## src/rtl/game_pkg.sv

```systemverilog
// Shared encodings for the plane-dodge game controller.
package game_pkg;

    typedef enum logic [1:0] {
        ST_IDLE  = 2'b00,
        ST_RUN   = 2'b01,
        ST_PAUSE = 2'b10,
        ST_OVER  = 2'b11
    } game_state_e;

    localparam int unsigned SCORE_W = 4;

endpackage

```

## src/rtl/score_counter.sv

```systemverilog
// Score up counter with synchronous clear and enable; wrap flags the max->0 step.
module score_counter
    import game_pkg::*;
#(
    parameter int unsigned W = SCORE_W
) (
    input  logic         clk,
    input  logic         reset,
    input  logic         clr,
    input  logic         en,
    output logic [W-1:0] count,
    output logic         wrap
);

    logic [W-1:0] count_q, count_d;

    always_comb begin
        count_d = count_q;
        if (clr) begin
            count_d = '0;
        end else if (en) begin
            count_d = count_q + 1'b1;
        end
    end

    always_ff @(posedge clk) begin
        if (reset) begin
            count_q <= '0;
        end else begin
            count_q <= count_d;
        end
    end

    assign count = count_q;
    assign wrap  = en & (count_q == {W{1'b1}});

endmodule

```

## src/rtl/game_tick_sequencer.sv

```systemverilog
// Play-state FSM plus level-dependent prescaler that paces the score counter.
module game_tick_sequencer
    import game_pkg::*;
#(
    parameter int unsigned TICK_DIV   = 100000000,
    parameter int unsigned TICK_W     = 27,
    parameter int unsigned LEVEL_STEP = 10000000,
    parameter int unsigned MAX_LEVEL  = 7,
    parameter int unsigned LVL_W      = 3
) (
    input  logic               clk,
    input  logic               reset,
    input  logic               start,
    input  logic               pause,
    input  logic               collision,
    output logic [SCORE_W-1:0] score,
    output logic [LVL_W-1:0]   level,
    output logic [1:0]         state,
    output logic               score_tick,
    output logic               running,
    output logic               game_over
);

    if (TICK_DIV <= MAX_LEVEL * LEVEL_STEP) begin : g_bad_params
        $error("TICK_DIV must exceed MAX_LEVEL*LEVEL_STEP");
    end

    localparam logic [TICK_W-1:0] TickDiv   = TICK_W'(TICK_DIV);
    localparam logic [TICK_W-1:0] LevelStep = TICK_W'(LEVEL_STEP);
    localparam logic [LVL_W-1:0]  MaxLevel  = LVL_W'(MAX_LEVEL);

    game_state_e       state_q, state_d;
    logic [TICK_W-1:0] div_cnt_q, div_cnt_d;
    logic [LVL_W-1:0]  level_q, level_d;
    logic              score_tick_q, score_tick_d;

    logic [TICK_W-1:0] period;
    logic              tick;
    logic              cnt_clr;
    logic              cnt_en;
    logic              wrap;

    assign period = TickDiv - TICK_W'(level_q) * LevelStep;
    assign tick   = (state_q == ST_RUN) && (div_cnt_q == period - 1'b1);

    always_ff @(posedge clk) begin
        if (reset) begin
            state_q <= ST_IDLE;
        end else begin
            state_q <= state_d;
        end
    end

    always_comb begin
        state_d = state_q;
        case (state_q)
            ST_IDLE:  if (start) state_d = ST_RUN;
            ST_RUN: begin
                // Collision wins over pause and over a coincident tick.
                if (collision) begin
                    state_d = ST_OVER;
                end else if (pause) begin
                    state_d = ST_PAUSE;
                end
            end
            ST_PAUSE: if (pause) state_d = ST_RUN;
            ST_OVER:  if (start) state_d = ST_RUN;
            default:  state_d = ST_IDLE;
        endcase
    end

    always_comb begin
        running   = 1'b0;
        game_over = 1'b0;
        case (state_q)
            ST_RUN:  running   = 1'b1;
            ST_OVER: game_over = 1'b1;
            default: ;
        endcase
    end

    always_comb begin
        div_cnt_d = div_cnt_q;
        cnt_clr   = 1'b0;
        cnt_en    = 1'b0;
        case (state_q)
            ST_IDLE: begin
                div_cnt_d = '0;
                cnt_clr   = 1'b1;
            end
            ST_RUN: begin
                if (collision || tick) begin
                    div_cnt_d = '0;
                end else begin
                    div_cnt_d = div_cnt_q + 1'b1;
                end
                cnt_en = tick & ~collision;
            end
            ST_OVER: begin
                div_cnt_d = '0;
                cnt_clr   = start;
            end
            default: ;
        endcase

        level_d = level_q;
        if (cnt_clr) begin
            level_d = '0;
        end else if (wrap && (level_q != MaxLevel)) begin
            level_d = level_q + 1'b1;
        end

        score_tick_d = cnt_en;
    end

    always_ff @(posedge clk) begin
        if (reset) begin
            div_cnt_q    <= '0;
            level_q      <= '0;
            score_tick_q <= 1'b0;
        end else begin
            div_cnt_q    <= div_cnt_d;
            level_q      <= level_d;
            score_tick_q <= score_tick_d;
        end
    end

    score_counter #(
        .W(SCORE_W)
    ) u_score_counter (
        .clk   (clk),
        .reset (reset),
        .clr   (cnt_clr),
        .en    (cnt_en),
        .count (score),
        .wrap  (wrap)
    );

    assign level      = level_q;
    assign state      = state_q;
    assign score_tick = score_tick_q;

endmodule

```

## config.mk

```make
export PLATFORM = sky130hd
export DESIGN_NAME = game_tick_sequencer
export DESIGN_NICKNAME = d
export VERILOG_FILES = /design/src/rtl/game_pkg.sv /design/src/rtl/score_counter.sv /design/src/rtl/game_tick_sequencer.sv
export SDC_FILE = /design/constraint.sdc
export NUM_CORES = 1
export LEC_CHECK = 0
export CAP_MARGIN = 5
export CORE_ASPECT_RATIO = 1.75
export CORE_MARGIN = 2
export CORE_UTILIZATION = 45
export CTS_BUF_LIST = sky130_fd_sc_hd__clkbuf_16
export DETAILED_ROUTE_END_ITERATION = 6
export PLACE_DENSITY = 0.76
export SYNTH_ARGS = -nofsm -noshare
export SYNTH_HDL_FRONTEND = slang
export SYNTH_SLANG_ARGS = --single-unit
```

## constraint.sdc

```tcl
create_clock -name clk -period 4.5 [get_ports clk]
set_input_delay 0.9 -clock clk [delete_from_list [all_inputs] [get_ports clk]]
set_output_delay 0.9 -clock clk [all_outputs]
set_load 0.005 [all_outputs]
```

==> metrics.txt <==
status=complete, no violations; slowest CP cell=or3b_2; sw frac=25.07%; synth top area cells=dfxtp_1, ha_1, nand2_1, o21ai_0, xor2_1; min cycle time layout=4290 ps; Ys Warns=0; relative slew slack=29.63%; WL final=8.896 mm; placed instance area=0.003674 sq mm; Clock power frac=43.0%; WL/cell=16.50 microns; core area=0.007182 sq mm; Crit. End Element=flop; post-synth top area share=22.30%; HP Class=flop to flop; Worst Hold Depth=2; GP Congestion=0.9791; commonest cells after routing, fill and taps aside=nand2_1, dfxtp_1, o21ai_0; static leakage=0.001564 uW; Hold Fails Final Rpt=0; post-synth top area cell=dfxtp_1; final setup fails=0; antenna violations before repair=0; period utilization=95.33%; total track usage=23.08%; Critical Path, Cell by Cell=clkinv_1, ha_4, and2_1, fa_2, nor2b_1, o211ai_1, or3b_2, a311o_1, a21boi_1, o21a_1, or4b_1, nor4b_4, buf_4, nand2_1, mux2i_1; Non-Filler Instances=539; Seq cells post-synth=37; commonest non-fill, non-tap cell in the layout=nand2_1; Die ar.=0.008113 sq mm; design area=0.003870 sq mm; reg2reg path depth=15; Worst-Skew Late Latency=280 ps; distinct cell type count after synthesis=70; num ports=17; Die Y-Extent=117.7 microns; Critical R2R Capture=u_score_counter.count[1]; synthesis-to-layout area growth=16.50%; Logic pwr share=13.2%; # diodes=0; slowest stage delay, CP=500 ps; RSZ-0062 raised after global routing=no; Power Density=199.3 mW/mm^2; Primary FF master, synth=dfxtp_1; internal power=578.0 uW; EDFF count, synth=0; layout cell share with drive strength beyond 1=11.04%; Slew Viols, Final=0; Routed Antenna Nets=0; CTS Hold Bufs=0; via count of the first global-routing pass=3156; worst r2r src=level[0]; crit start category=flop; clock sink count=37; CTS Buffer Depth=2; kind of critical path=flop to flop; clock root buffer=clkbuf_16; estimated wirelength of the detail-placed design=6.781 mm; worst-path fanout max=10; synthesized area per cell=7.743 sq um; num rows=41; pin count of the biggest net entering global routing=30; Layout Nets=478; Max Clock Freq=233.1 MHz; Buffers & Inverters on Critical Path=2; IO buf count=16; Worst EP required=4670 ps; hold path startpoint=u_score_counter.count[1]; crit path DAT=4460 ps; CTS H-Tree Depth=2; Vias/cell=6.130; Final Skew=2.388 ps; dpl cells=529; Hold Path End=u_score_counter.count[1]; Initial Utilization=46.25%; first-pass GRT wire length=14.58 mm; GR Overflow Total=0; Die X=68.95 microns; Seq/Total Area, Yosys=22.30%; Clk pin slew, worst setup/hold paths=50 ps; synthesized instance count=429; CTS tree=yes; detailed-route via count=3304; max cap viols=0; syn nets=455; final core utilization=53.89%; TritonCTS buffer count=5; Worst-Margin Slew=1053 ps; setup_tns=0 ps; DRT Pass-1 Iters=4; DRT iter0 DRCs=188; Max IR drop VDD=0.2936 mV; Reg2Reg Setup Slack=210 ps; Reg power frac=43.8%; family with the most delay on the worst path=simple AND/OR/NAND/NOR gates; Post-Syn Area=0.003322 sq mm; Psw=193.4 uW; Post-synth ARST share=0%; DRC viols=0
## metrics by stage
stage,setup WS (ps),total power [uW],hold slack (ps)
after floorplan,15.76,406.0,460.8
after global placement,210.1,437.3,479.7
after detailed placement,85.86,438.7,488.2
after CTS,71.74,773.0,495.9
after global routing,8.098,801.6,524.7
final,210.0,771.5,488.5
## per-layer routing
metal | up-vias | wire [microns] | GRT usage [%]
li1 | 1603 | - | -
met1 | 1581 | 3382 | 24.94
met2 | 83 | 4683 | 39.84
met3 | 37 | 289 | 2.486
met4 | 0 | 541 | 15.32
met5 | - | 0 | 0
## cell usage after synthesis (all sizes together), types with 2 or more instances
cell type,instances
mux2i,10
o2111ai,2
nand2,49
nor2b,9
nand3,23
ha,19
nand2b,9
o221ai,4
o22ai,2
a311oi,3
buf,9
dfxtp,37
and3,15
a21oi,21
a21boi,2
nor2,25
a31oi,6
a211o,2
o21ai,31
nor3b,9
xor2,17
a32oi,2
a31o,2
a21o,10
inv,9
nand4b,2
o211ai,4
a211oi,2
nor3,16
or3,6
a221oi,2
o31ai,2
or3b,2
clkbuf,11
and2,7
or4,5
o21a,2
fa,2
nand4,3
xnor2,15
or2,4
## cell type report
type	count	area [sq um]
sequential	37	742.0
clock buffer	5	125.1
clock inverter	3	13.76
multi-input combinational	362	2504
timing repair buffer	36	340.3
fill	669	3312
inverter	10	37.54
tap	86	107.6
## registers in the layout (all words and copies together), names as in the netlist
signal	cells
u_score_counter.count	4
state	2
level	3
div_cnt_q	27
score_tick	1
## logic make-up after synthesis
logic type	count (synthesis)	share of synthesized area, %
XOR/XNOR	33	9.152
AND/OR/NAND/NOR	190	30.74
AO/OA/AOI/OAI	108	22.41
adder cells (fa/ha/maj)	21	8.362
buffers and inverters	30	4.030
multiplexers	10	3.013
flip-flops	37	22.30
## worst max path at each step
stage,from,to,slack (ps),depth (start not counted)
3_3_place_gp,level[0],div_cnt_q[21],210,15
4_1_cts,level[0],div_cnt_q[21],70,15
2_1_floorplan,level[0],div_cnt_q[13],20,16
3_5_place_dp,level[0],div_cnt_q[21],90,15
6_report,level[0],u_score_counter.count[1],210,15
5_1_grt,level[0],u_score_counter.count[1],8,15
## worst reg2reg max path, stage by stage, from the launching register on
cell and delay [ps]:
dfxtp_2 400, clkinv_1 150, ha_4 320, and2_1 140, fa_2 210, nor2b_1 250
o211ai_1 160, or3b_2 500, a311o_1 400, a21boi_1 210, o21a_1 160, or4b_1 490
nor4b_4 310, buf_4 230, nand2_1 130, mux2i_1 140
## timing repair
action	CTS	global route
gates resized for setup	0	6
setup buffers	0	1
setup endpoints to repair	0	17
## power groups by stage
stage / Clock [uW] / Combinational (uW) / Sequential [uW]
floorplan: 0 / 61.8 / 344
global placement: 0 / 92.3 / 345
detailed placement: 0 / 93.5 / 345
CTS: 340 / 94.7 / 338
global route: 351 / 112 / 339
finish: 332 / 102 / 338
Note: power is estimated with default switching activity, not from simulation.
